===== config.mk =====
export PLATFORM = sky130hd
export DESIGN_NAME = load_bin
export DESIGN_NICKNAME = d
export VERILOG_FILES = /design/src/rtl/sat_bin_pkg.sv /design/src/rtl/load_bin_vs_fetch.sv /design/src/rtl/load_bin.sv
export SDC_FILE = /design/constraint.sdc
export NUM_CORES = 1
export LEC_CHECK = 0
export BUFFER_PORTS_ARGS = -buffer_cell sky130_fd_sc_hd__buf_2
export CAP_MARGIN = 20
export CORE_MARGIN = 2
export CORE_UTILIZATION = 40
export CTS_CLUSTER_DIAMETER = 80
export CTS_CLUSTER_SIZE = 14
export DETAILED_ROUTE_END_ITERATION = 6
export PLACE_DENSITY = 0.62
export SLEW_MARGIN = 10
export SYNTH_ARGS = -nofsm -noshare
export SYNTH_HDL_FRONTEND = slang
export SYNTH_SLANG_ARGS = --single-unit

===== constraint.sdc =====
create_clock -name clk -period 4.9 [get_ports clk]
set_input_delay 0.98 -clock clk [delete_from_list [all_inputs] [get_ports clk]]
set_output_delay 0.98 -clock clk [all_outputs]
set_load 0.05 [all_outputs]

===== src/rtl/sat_bin_pkg.sv =====
// Shared bin-transfer definitions: FSM encodings, default bin geometry, base-address helper.
// Combinational only (no latency); no backpressure.
package sat_bin_pkg;

    typedef enum logic [1:0] {
        ST_IDLE  = 2'd0,
        ST_ISSUE = 2'd1,
        ST_DRAIN = 2'd2,
        ST_DONE  = 2'd3
    } bin_state_t;

    localparam int DEF_NUM_CLAUSES_A_BIN = 8;
    localparam int DEF_NUM_VARS_A_BIN    = 8;
    localparam int DEF_NUM_LVLS_A_BIN    = 8;
    localparam int DEF_WIDTH_VAR         = 12;
    localparam int DEF_WIDTH_LVL         = 16;
    localparam int DEF_WIDTH_BIN_ID      = 10;
    localparam int DEF_WIDTH_STATES      = 30;
    localparam int DEF_ADDR_WIDTH        = 9;
    localparam int CNT_W                 = 6;

    // Bins are 1-based and RAM slot 0 is reserved, hence the +1.
    function automatic logic [31:0] bin_base_addr(input logic [31:0] bin, input logic [31:0] n);
        return (bin - 32'd1) * n + 32'd1;
    endfunction

endpackage


===== src/rtl/load_bin_vs_fetch.sv =====
// Two-hop var fetch: var id -> var-state RAM address -> one-hot strobe; 4 cycles from in_vld.
// Free-running pipeline, no backpressure; zero ids skip the RAM read and deliver a zero state.
module load_bin_vs_fetch
    import sat_bin_pkg::*;
#(
    parameter int NUM_VARS_A_BIN        = DEF_NUM_VARS_A_BIN,
    parameter int WIDTH_VAR             = DEF_WIDTH_VAR,
    parameter int WIDTH_VAR_STATES      = DEF_WIDTH_STATES,
    parameter int ADDR_WIDTH_VAR_STATES = DEF_ADDR_WIDTH
) (
    input  logic                             clk,
    input  logic                             rst,
    input  logic                             in_vld,
    input  logic [CNT_W-1:0]                 in_idx,
    input  logic [WIDTH_VAR-1:0]             ram_data_v_i,
    output logic [ADDR_WIDTH_VAR_STATES-1:0] ram_addr_vs_o,
    input  logic [WIDTH_VAR_STATES-1:0]      ram_data_vs_i,
    output logic [NUM_VARS_A_BIN-1:0]        wr_var_states_o,
    output logic [WIDTH_VAR_STATES-1:0]      var_state_o,
    output logic                             busy
);

    localparam logic [NUM_VARS_A_BIN-1:0] V_ONE = NUM_VARS_A_BIN'(1);

    logic             vld_a, vld_b, vld_c;
    logic             zero_b, zero_c;
    logic [CNT_W-1:0] idx_a, idx_b, idx_c;
    logic             id_nz;

    assign id_nz = (ram_data_v_i != '0);
    assign busy  = vld_a | vld_b | vld_c | (|wr_var_states_o);

    always_ff @(posedge clk or negedge rst) begin
        if (!rst) begin
            vld_a           <= 1'b0;
            vld_b           <= 1'b0;
            vld_c           <= 1'b0;
            zero_b          <= 1'b0;
            zero_c          <= 1'b0;
            idx_a           <= '0;
            idx_b           <= '0;
            idx_c           <= '0;
            ram_addr_vs_o   <= '0;
            wr_var_states_o <= '0;
            var_state_o     <= '0;
        end else begin
            vld_a <= in_vld;
            idx_a <= in_idx;

            // Var id is on ram_data_v_i while vld_a is high.
            if (vld_a) begin
                ram_addr_vs_o <= id_nz ? ram_data_v_i[ADDR_WIDTH_VAR_STATES-1:0] : '0;
                zero_b        <= ~id_nz;
            end else begin
                ram_addr_vs_o <= '0;
                zero_b        <= 1'b0;
            end
            vld_b <= vld_a;
            idx_b <= idx_a;

            vld_c  <= vld_b;
            zero_c <= zero_b;
            idx_c  <= idx_b;

            if (vld_c) begin
                wr_var_states_o <= V_ONE << idx_c;
                var_state_o     <= zero_c ? '0 : ram_data_vs_i;
            end else begin
                wr_var_states_o <= '0;
                var_state_o     <= '0;
            end
        end
    end

endmodule


===== src/rtl/load_bin.sv =====
// Bin loader: streams one bin's clauses, var states and level states from BRAM into the SAT engine.
// Strobes 3 cycles (vars 5) after each address; no backpressure. Optional LOAD_BIN_LEARNT_MASK_EN.
module load_bin
    import sat_bin_pkg::*;
#(
    parameter int NUM_CLAUSES_A_BIN     = DEF_NUM_CLAUSES_A_BIN,
    parameter int NUM_VARS_A_BIN        = DEF_NUM_VARS_A_BIN,
    parameter int NUM_LVLS_A_BIN        = DEF_NUM_LVLS_A_BIN,
    parameter int WIDTH_CLAUSES         = NUM_VARS_A_BIN * 2,
    parameter int WIDTH_VAR             = DEF_WIDTH_VAR,
    parameter int WIDTH_LVL             = DEF_WIDTH_LVL,
    parameter int WIDTH_BIN_ID          = DEF_WIDTH_BIN_ID,
    parameter int WIDTH_VAR_STATES      = DEF_WIDTH_STATES,
    parameter int WIDTH_LVL_STATES      = DEF_WIDTH_STATES,
    parameter int ADDR_WIDTH_CLAUSES    = DEF_ADDR_WIDTH,
    parameter int ADDR_WIDTH_VAR        = DEF_ADDR_WIDTH,
    parameter int ADDR_WIDTH_VAR_STATES = DEF_ADDR_WIDTH,
    parameter int ADDR_WIDTH_LVL_STATES = DEF_ADDR_WIDTH
) (
    input  logic                             clk,
    input  logic                             rst,
    input  logic                             start_load,
    input  logic [WIDTH_BIN_ID-1:0]          load_bin_num_i,
    input  logic [WIDTH_LVL-1:0]             base_lvl_i,
`ifdef LOAD_BIN_LEARNT_MASK_EN
    input  logic                             load_learnt_i,
`endif
    output logic                             apply_load_o,
    output logic                             done_load,
    output logic [ADDR_WIDTH_CLAUSES-1:0]    ram_addr_c_o,
    input  logic [WIDTH_CLAUSES-1:0]         ram_data_c_i,
    output logic [ADDR_WIDTH_VAR-1:0]        ram_addr_v_o,
    input  logic [WIDTH_VAR-1:0]             ram_data_v_i,
    output logic [ADDR_WIDTH_VAR_STATES-1:0] ram_addr_vs_o,
    input  logic [WIDTH_VAR_STATES-1:0]      ram_data_vs_i,
    output logic [ADDR_WIDTH_LVL_STATES-1:0] ram_addr_ls_o,
    input  logic [WIDTH_LVL_STATES-1:0]      ram_data_ls_i,
    output logic [NUM_CLAUSES_A_BIN-1:0]     wr_carray_o,
    output logic [WIDTH_CLAUSES-1:0]         clause_o,
    output logic [NUM_VARS_A_BIN-1:0]        wr_var_states_o,
    output logic [WIDTH_VAR_STATES-1:0]      var_state_o,
    output logic [NUM_LVLS_A_BIN-1:0]        wr_lvl_states_o,
    output logic [WIDTH_LVL_STATES-1:0]      lvl_state_o
);

    localparam logic [CNT_W-1:0] NC_CNT  = CNT_W'(NUM_CLAUSES_A_BIN);
    localparam logic [CNT_W-1:0] NV_CNT  = CNT_W'(NUM_VARS_A_BIN);
    localparam logic [CNT_W-1:0] NL_CNT  = CNT_W'(NUM_LVLS_A_BIN);
    localparam logic [NUM_CLAUSES_A_BIN-1:0] C_ONE = NUM_CLAUSES_A_BIN'(1);
    localparam logic [NUM_LVLS_A_BIN-1:0]    L_ONE = NUM_LVLS_A_BIN'(1);

    bin_state_t                       state;
    logic [ADDR_WIDTH_CLAUSES-1:0]    cbase_q;
    logic [ADDR_WIDTH_VAR-1:0]        vbase_q;
    logic [ADDR_WIDTH_LVL_STATES-1:0] lbase_q;
    logic [CNT_W-1:0]                 cnt_c, cnt_v, cnt_l;
    logic                             c_vld0, c_vld1, l_vld0, l_vld1, v_vld0;
    logic [CNT_W-1:0]                 c_idx0, c_idx1, l_idx0, l_idx1, v_idx0;
    logic                             vs_busy, pipe_busy, cnt_done;
    logic                             c_go, v_go, l_go;
    logic [31:0]                      cbase_full, vbase_full;
    logic [WIDTH_LVL-1:0]             lbase_full;
    logic [WIDTH_CLAUSES-1:0]         clause_in;
    logic                             unused_ok;

    assign cbase_full = bin_base_addr(32'(load_bin_num_i), 32'(NUM_CLAUSES_A_BIN));
    assign vbase_full = bin_base_addr(32'(load_bin_num_i), 32'(NUM_VARS_A_BIN));
    assign lbase_full = base_lvl_i + WIDTH_LVL'(1);
    assign unused_ok  = ^{cbase_full, vbase_full, lbase_full};

    assign c_go      = (state == ST_ISSUE) && (cnt_c < NC_CNT);
    assign v_go      = (state == ST_ISSUE) && (cnt_v < NV_CNT);
    assign l_go      = (state == ST_ISSUE) && (cnt_l < NL_CNT);
    assign cnt_done  = (cnt_c == NC_CNT) && (cnt_v == NV_CNT) && (cnt_l == NL_CNT);
    // The output strobe registers count as in flight so DONE follows the last write.
    assign pipe_busy = c_vld0 | c_vld1 | (|wr_carray_o) |
                       l_vld0 | l_vld1 | (|wr_lvl_states_o) |
                       v_vld0 | vs_busy;

`ifdef LOAD_BIN_LEARNT_MASK_EN
    localparam logic [CNT_W-1:0] NC_HALF = CNT_W'(NUM_CLAUSES_A_BIN / 2);
    logic learnt_q;

    always_comb begin
        clause_in = ram_data_c_i;
        if (!learnt_q && (c_idx1 >= NC_HALF))
            clause_in = '0;
    end
`else
    always_comb begin
        clause_in = ram_data_c_i;
    end
`endif

    always_ff @(posedge clk or negedge rst) begin
        if (!rst) begin
            state        <= ST_IDLE;
            cbase_q      <= '0;
            vbase_q      <= '0;
            lbase_q      <= '0;
            cnt_c        <= '0;
            cnt_v        <= '0;
            cnt_l        <= '0;
            apply_load_o <= 1'b0;
            done_load    <= 1'b0;
`ifdef LOAD_BIN_LEARNT_MASK_EN
            learnt_q     <= 1'b0;
`endif
        end else begin
            apply_load_o <= (state != ST_IDLE);
            done_load    <= 1'b0;
            case (state)
                ST_IDLE: begin
                    if (start_load) begin
                        state   <= ST_ISSUE;
                        cbase_q <= cbase_full[ADDR_WIDTH_CLAUSES-1:0];
                        vbase_q <= vbase_full[ADDR_WIDTH_VAR-1:0];
                        lbase_q <= lbase_full[ADDR_WIDTH_LVL_STATES-1:0];
                        cnt_c   <= '0;
                        cnt_v   <= '0;
                        cnt_l   <= '0;
`ifdef LOAD_BIN_LEARNT_MASK_EN
                        learnt_q <= load_learnt_i;
`endif
                    end
                end
                ST_ISSUE: begin
                    if (c_go) cnt_c <= cnt_c + CNT_W'(1);
                    if (v_go) cnt_v <= cnt_v + CNT_W'(1);
                    if (l_go) cnt_l <= cnt_l + CNT_W'(1);
                    if (cnt_done) state <= ST_DRAIN;
                end
                ST_DRAIN: begin
                    if (!pipe_busy) begin
                        state     <= ST_DONE;
                        done_load <= 1'b1;
                    end
                end
                default: state <= ST_IDLE;
            endcase
        end
    end

    // Clause and level streams: address -> RAM data -> registered strobe.
    always_ff @(posedge clk or negedge rst) begin
        if (!rst) begin
            ram_addr_c_o    <= '0;
            ram_addr_ls_o   <= '0;
            ram_addr_v_o    <= '0;
            c_vld0          <= 1'b0;
            c_vld1          <= 1'b0;
            l_vld0          <= 1'b0;
            l_vld1          <= 1'b0;
            v_vld0          <= 1'b0;
            c_idx0          <= '0;
            c_idx1          <= '0;
            l_idx0          <= '0;
            l_idx1          <= '0;
            v_idx0          <= '0;
            wr_carray_o     <= '0;
            clause_o        <= '0;
            wr_lvl_states_o <= '0;
            lvl_state_o     <= '0;
        end else begin
            ram_addr_c_o  <= c_go ? cbase_q + ADDR_WIDTH_CLAUSES'(cnt_c) : '0;
            ram_addr_ls_o <= l_go ? lbase_q + ADDR_WIDTH_LVL_STATES'(cnt_l) : '0;
            ram_addr_v_o  <= v_go ? vbase_q + ADDR_WIDTH_VAR'(cnt_v) : '0;
            c_vld0 <= c_go;
            l_vld0 <= l_go;
            v_vld0 <= v_go;
            c_idx0 <= c_go ? cnt_c : '0;
            l_idx0 <= l_go ? cnt_l : '0;
            v_idx0 <= v_go ? cnt_v : '0;

            c_vld1 <= c_vld0;
            c_idx1 <= c_idx0;
            l_vld1 <= l_vld0;
            l_idx1 <= l_idx0;

            if (c_vld1) begin
                wr_carray_o <= C_ONE << c_idx1;
                clause_o    <= clause_in;
            end else begin
                wr_carray_o <= '0;
                clause_o    <= '0;
            end

            if (l_vld1) begin
                wr_lvl_states_o <= L_ONE << l_idx1;
                lvl_state_o     <= ram_data_ls_i;
            end else begin
                wr_lvl_states_o <= '0;
                lvl_state_o     <= '0;
            end
        end
    end

    load_bin_vs_fetch #(
        .NUM_VARS_A_BIN        (NUM_VARS_A_BIN),
        .WIDTH_VAR             (WIDTH_VAR),
        .WIDTH_VAR_STATES      (WIDTH_VAR_STATES),
        .ADDR_WIDTH_VAR_STATES (ADDR_WIDTH_VAR_STATES)
    ) u_vs_fetch (
        .clk             (clk),
        .rst             (rst),
        .in_vld          (v_vld0),
        .in_idx          (v_idx0),
        .ram_data_v_i    (ram_data_v_i),
        .ram_addr_vs_o   (ram_addr_vs_o),
        .ram_data_vs_i   (ram_data_vs_i),
        .wr_var_states_o (wr_var_states_o),
        .var_state_o     (var_state_o),
        .busy            (vs_busy)
    );

endmodule

==> results of run 1 <==
placed cells by master (no fill, tap or decap), types with 2 or more instances in the layout:
cell type	Yosys	final
conb_1	1	9
a31oi_1	4	4
buf_2	0	242
nand2_1	33	33
and2_1	86	86
o21a_1	4	4
clkbuf_16	0	20
nand4_1	2	2
ha_1	28	28
nor2b_1	5	5
a211oi_1	5	5
a21oi_1	4	4
nor3_1	17	17
and3_1	10	10
nand3_1	18	18
xnor2_1	14	14
or3_1	3	3
nor4_1	9	9
nor2_1	68	68
dfrtp_1	232	232
mux2i_1	3	3
or3b_2	3	3
a41oi_1	5	5
o21ai_0	24	24
nand3b_1	6	6
o21bai_1	4	4
nand2b_1	5	5
a21o_1	3	3
xor2_1	14	14
buf_4	0	2
o21ba_2	2	2
inv_1	20	20
a31o_2	2	2
report_power, final:
group | switching (mW) | internal (mW)
logic | 1.59 | 0.621
registers | 0.273 | 2.34
clock network | 0.638 | 0.729
path summary, 6_finish.rpt:
kind	slack [ns]	start	cells after the start	to
hold reg to reg	0.34	u_vs_fetch.idx_b[2]	0	u_vs_fetch.idx_c[2]
max in group asynchronous	3.28	rst	2	u_vs_fetch.var_state_o[28]
min in group asynchronous	0.54	rst	1	lvl_state_o[2]
hold / removal	0.34	u_vs_fetch.idx_b[2]	0	u_vs_fetch.idx_c[2]
setup / recovery	2.48	state[0]	5	cnt_c[4]
setup reg to reg	2.48	state[0]	5	cnt_c[4]
stage by stage:
step	hold WS, ns	instances
floorplan	0.331	678
global route	0.352	1204
finish	0.344	1204
CTS	0.346	1204
global placement	0.331	1182
detailed placement	0.335	1182
worst max-delay path, stage by stage, from the launching register on:
cell,delay [ns]
dfrtp_1,0.40
inv_1,0.11
ha_1,0.30
nand2_1,0.58
nor2_1,0.77
nor2_1,0.12
cell families after synthesis:
family | after synthesis | share of synthesized area
compound gates | 63 | 0.0496
xor+xnor | 28 | 0.0287
fa+ha+maj | 29 | 0.0433
buf+inv | 37 | 0.0192
flops | 232 | 0.679
mux | 5 | 0.00658
other cells | 1 | 0.000439
simple gates | 275 | 0.173
synth_stat cells (all sizes together), types with 2 or more instances:
library cell,instances
dfrtp,232
and2,86
nor2,68
nand2,33
ha,28
o21ai,24
inv,20
nand3,19
nor3,17
clkbuf,15
xnor2,14
xor2,14
and3,11
nor4,10
nand3b,6
a211oi,5
a41oi,5
nand2b,5
nor2b,5
a21oi,4
a31oi,4
o21a,4
o21bai,4
a21o,3
mux2i,3
or3,3
or3b,3
a31o,2
and4,2
buf,2
mux2,2
nand4,2
nor4b,2
o21ba,2
per-layer routing:
| metal | wire, microns | share of wire | vias to the layer above |
|---|---|---|---|
| li1 | - | - | 2725 |
| met1 | 7250 | 0.41 | 2661 |
| met2 | 8980 | 0.51 | 176 |
| met3 | 1090 | 0.062 | 28 |
| met4 | 363 | 0.021 | 0 |
| met5 | 0 | 0 | - |
sequential cells by signal (all words and copies together) (netlist names), 7 cells and up:
name / cells
wr_carray_o: 8
u_vs_fetch.var_state_o: 30
vbase_q: 7
ram_addr_c_o: 9
wr_lvl_states_o: 8
ram_addr_v_o: 9
ram_addr_ls_o: 9
u_vs_fetch.ram_addr_vs_o: 9
u_vs_fetch.wr_var_states_o: 8
clause_o: 16
lbase_q: 9
lvl_state_o: 30
layout make-up:
type                       count  share of cell area
clock buffer                  20              0.0471
clock inverter                 2             0.00236
inverter                      20             0.00707
multi-input combinational    409               0.246
sequential                   232               0.547
tap                          275              0.0324
timing repair buffer         246               0.119
==> results.cfg, run 1 <==
[cts]
cts_max_path_buffers = 3
cts-buffers-inserted = 20
clk_latency_ns = 0.49
cts.sinks = 232
cts_tree = yes
holdBufCountCts = 0
cts-resized-gates = 0
path_clk_slew_ns = 0.06
cts_setup_buffers = 0
htree_levels = 1
clock-root-buffer = clkbuf_16

[sta]
layout_setup_ws_ns = 2.48
setup_tns_ns = 0
fmax_mhz = 413
finalHoldViolCount = 0
drv_slew = 0
post-route-period-util = 0.494
skew_ns = 0.0119
final-setup-viol-count = 0
grt_setup_unrepaired = false
tightestPinTransition_ns = 0.902
relSlewSlack = 0.397
fin_crit_ns = 2.42

[outcome]
status = complete, no violations

[die]
fp.dieW_microns = 150
num_rows = 53
ios = 255
die_area_sq_um = 22600
die_h_microns = 150
start_util = 0.407
core_area_sq_um = 21000

[synth]
synth_cells = 670
synth_top_cell_area_share = 0.679
yosysTopAreaCell = dfrtp_1
yosys.cell_types.count = 52
ys.flop_type = dfrtp_1
ys_top_cells_by_area = dfrtp_1, and2_1, ha_1, nor2_1, nand2_1
syn_area_sq_um = 8550
yosysSeqAreaShare = 0.679
yosys_warnings = 0
synth-edff-count = 0
syn_area_per_cell_sq_um = 12.8
async_flop_share = 1.00
ys_ff_latch = 232

[finish]
areaGrowthSynthToFinish_pct = 24.2
multiInputGateArea_sq_um = 2610
n_antenna_cell = 0
fin_util = 0.505
num-nets-final = 1075
seq_area_sq_um = 5810
stdcell_area_sq_um = 10600
fillers = 1872
drive_gt1_frac = 0.305

[placement]
placedInstanceArea_sq_um = 10100
gp_congestion = 0.780
place_ws_ns = 2.23
portBuffers = 243
dp_hpwl_microns = 12800

[grt]
use_met2 = 0.271
grt_pass1_wl_microns = 27600
grtUsageMet1 = 0.193
grt_usage = 0.153
grt.busiest_layer = met2
overflow = 0
gr-usage-met3 = 0.0273
grt_max_degree = 112
antenna_found_initial = 0
grt_pass1_vias = 5418

[min_path]
hold_class = flop to flop

[critical_path]
crit_required_ns = 5.25
worstPathArrival_ns = 2.77
crit_path_max_fanout = 32
path_class = flop to flop
crit_path_end_kind = flop
start_kind = flop

[detailed_routing]
dr.pass1.iters = 4
dr.first_iter.drc_count = 175
vias = 5590
vias_per_cell = 4.64
wl_per_cell_microns = 14.7
wl_microns = 17700
ant_nets = 0
drcViolationCount = 0

[power]
p_total_mw = 6.19
leakagePower_nw = 5.69
ir_drop_mv = 0.307
power_per_cell_area_nw_per_um2 = 583

[flow_run]
timing.max_cap.violations = 0
Power figures use the tool's default switching activity.
==> inputs of run 2 (changes only) <==
--- a/config.mk
+++ b/config.mk
@@ -5,6 +5,7 @@
 export SDC_FILE = /design/constraint.sdc
 export NUM_CORES = 1
 export LEC_CHECK = 0
+export ABC_AREA = 1
 export BUFFER_PORTS_ARGS = -buffer_cell sky130_fd_sc_hd__buf_2
 export CAP_MARGIN = 20
 export CORE_MARGIN = 2
@@ -12,7 +13,7 @@
 export CTS_CLUSTER_DIAMETER = 80
 export CTS_CLUSTER_SIZE = 14
 export DETAILED_ROUTE_END_ITERATION = 6
-export PLACE_DENSITY = 0.62
+export PLACE_DENSITY = 0.64
 export SLEW_MARGIN = 10
 export SYNTH_ARGS = -nofsm -noshare
 export SYNTH_HDL_FRONTEND = slang
==> constraint.sdc (replaced) <==
create_clock -name clk -period 2.12 [get_ports clk]
set_input_delay 0.424 -clock clk [delete_from_list [all_inputs] [get_ports clk]]
set_output_delay 0.424 -clock clk [all_outputs]
set_load 0.05 [all_outputs]
==> run 2 against run 1 <==
Effect of this change:
- utilization grew 0.40 points
- total power grew 130%
- synthesized area grew 3.9%
- sequential cell count is the same
- combinational power grew 120%
- critical path type unchanged
- largest power group unchanged
- highest routed layer unchanged
==> results.cfg, run 2 <==
[synth]
yosysMostFrequentCell = dfrtp_1
netlist_top_cells_count = dfrtp_1, inv_1, nand2_1
yosysTopAreaCell = dfrtp_1
synth-edff-count = 0
ys.flop_type = dfrtp_1
ys_ff_latch = 232
synth_cells = 882
yosys.cell_types.count = 42
yosysSeqAreaShare = 0.654
async_flop_share = 1.00
syn_area_per_cell_sq_um = 10.1
synth_top_cell_area_share = 0.654
ys_top_cells_by_area = dfrtp_1, inv_1, nand2_1, nor2_1, ha_1
yosys_warnings = 0
syn_area_sq_um = 8880

[cts]
cts.sinks = 232
cts_max_path_buffers = 3
cts_tree = yes
path_clk_slew_ns = 0.07
holdBufCountCts = 1
cts-buffers-inserted = 20
clock-root-buffer = clkbuf_16
clk_latency_ns = 0.50
cts-resized-gates = 0
cts_setup_buffers = 0
htree_levels = 1

[die]
die_h_microns = 153
fp.dieW_microns = 153
core_area_sq_um = 21800
num_rows = 54
die_area_sq_um = 23400
start_util = 0.407
ios = 255

[detailed_routing]
drcViolationCount = 0
wl_microns = 19700
vias_per_cell = 4.45
wl_per_cell_microns = 13.7
ant_nets = 0
dr.first_iter.drc_count = 294
vias = 6387
dr.pass1.iters = 4

[sta]
fmax_mhz = 584
timing.hold.ws_ns = 0.121
final-setup-viol-count = 0
grt_setup_unrepaired = false
skew_ns = 0.0211
post-route-period-util = 0.808
setup_tns_ns = 0
finalHoldViolCount = 0
fin_crit_ns = 1.71
drv_slew = 0

[grt]
overflow = 0
grt_pass1_vias = 6234
antenna_found_initial = 2
grt_max_degree = 62
grt_pass1_wl_microns = 31800
grt_usage = 0.167

[finish]
mostFrequentLayoutCells = buf_2, dfrtp_1, inv_1
largestRegisters = lvl_state_o: 30 flops, u_vs_fetch.var_state_o: 30 flops, clause_o: 16 flops
instances_no_fill = 1434
num-nets-final = 1298
drive_gt1_frac = 0.260
layout_commonest_cell = buf_2
fillers = 2035
areaGrowthSynthToFinish_pct = 25.1

[power]
p_total_mw = 14.0
sequentialPowerShare = 0.410
p_sw_frac = 0.407
power_per_cell_area_nw_per_um2 = 1260
netSwitchingPower_mw = 5.70
ir_drop_mv = 0.719
clkPwrFrac = 0.237
leakagePower_nw = 6.60
comb_power_share = 0.353
intPower_mw = 8.32

[critical_path]
path_class = flop to flop
slowest_delay_ns = 0.40
path_depth = 9
crit_required_ns = 2.50
r2r_start = cnt_l[0]
timing.rr.end = ram_addr_ls_o[8]
rr_worst_depth = 9
regToRegSetupSlack_ns = 0.41
critPathBufInv = 2
critical_path.slowest_cell = dfrtp_1
start_kind = flop
cpLargestDelayFamily = adder cells
crit_path_max_fanout = 4
worstPathArrival_ns = 2.10
crit_path_end_kind = flop
crit_chain = ha_1 > inv_1 > fa_1 > inv_1 > nand3_1 > nand2_1 > nand2_1 > a21oi_1 > nor2_1

[flow_run]
timing.max_cap.violations = 0

[min_path]
hold_class = input port to flop
hold_end = lvl_state_o[28]
min-delay-start = ram_data_ls_i[28]
holdPathStages = 3

[outcome]
status = complete, no violations

[placement]
dp_hpwl_microns = 14900
gp_congestion = 0.886
placedCellCount = 1409
portBuffers = 243
run 2: cell types whose count changed in the layout (fill, tap and decap cells not counted), moves of 8 or more:
cell,delta
a21oi_1,+24
and2_1,-86
and3_1,-10
inv_1,+141
nand2_1,+110
nand3_1,+10
nand4_1,+18
nor2_1,+70
nor3_1,-9
nor4_1,-8
xnor2_1,-11
xor2_1,-10
run 2: routing by layer:
layer,global-route usage,routed length [microns],part of all wire
met1,0.212,8290,0.42
met4,0.0503,505,0.026
met3,0.0360,1240,0.063
met2,0.290,9640,0.49
met5,0,0,0
run 2: worst max-delay path by stage:
stage | start | endpoint | slack (ns)
final | cnt_l[0] | ram_addr_ls_o[8] | 0.41
after global placement | cnt_l[0] | ram_addr_ls_o[8] | 0.45
after CTS | cnt_l[0] | ram_addr_ls_o[8] | 0.40
after detailed placement | state[0] | cnt_v[1] | 0.41
after floorplan | cnt_l[0] | ram_addr_ls_o[8] | 0.57
after global routing | cnt_l[0] | ram_addr_ls_o[8] | 0.21
run 2: power groups by stage:
| stage | Sequential, mW | Clock, mW | Combinational, mW |
|---|---|---|---|
| global placement | 5.82 | 0 | 4.93 |
| detailed placement | 5.82 | 0 | 4.99 |
| finish | 5.74 | 3.33 | 4.95 |
| floorplan | 7.47 | 0 | 1.92 |
| global route | 5.83 | 3.63 | 5.42 |
| CTS | 5.75 | 3.44 | 5.01 |
run 2: cells by family after synthesis:
| family | after synthesis | share of synthesized area |
|---|---|---|
| flip-flops | 232 | 0.654 |
| AO/OA/AOI/OAI | 75 | 0.0493 |
| XOR/XNOR | 7 | 0.00690 |
| buffers and inverters | 181 | 0.0783 |
| adder cells (fa/ha/maj) | 29 | 0.0417 |
| AND/OR/NAND/NOR | 357 | 0.170 |
| other | 1 | 0.000422 |
run 2: worst min-delay path, stage by stage:
cell and delay [ns]:
buf_2 0.08, nand2_1 0.04, inv_1 0.04
run 2: layout make-up:
class	instances	area (sq um)	share of cell area
Sequential cell	232	5810	0.522
Timing Repair Buffer	255	1360	0.122
Antenna cell	1	2.50	0.000225
Inverter	166	628	0.0565
Tap cell	280	350	0.0315
Multi-Input combinational cell	477	2410	0.217
Clock buffer	21	514	0.0463
Clock inverter	2	46.3	0.00417
run 2: through the flow:
stage | util | setup slack [ns] | instance area, sq um
3_3_place_gp | 0.483 | 0.452 | 10500
3_5_place_dp | 0.483 | 0.411 | 10500
5_1_grt | 0.509 | 0.206 | 11100
2_1_floorplan | - | 0.568 | 8910
4_1_cts | 0.509 | 0.403 | 11100
6_report | 0.509 | 0.407 | 11100
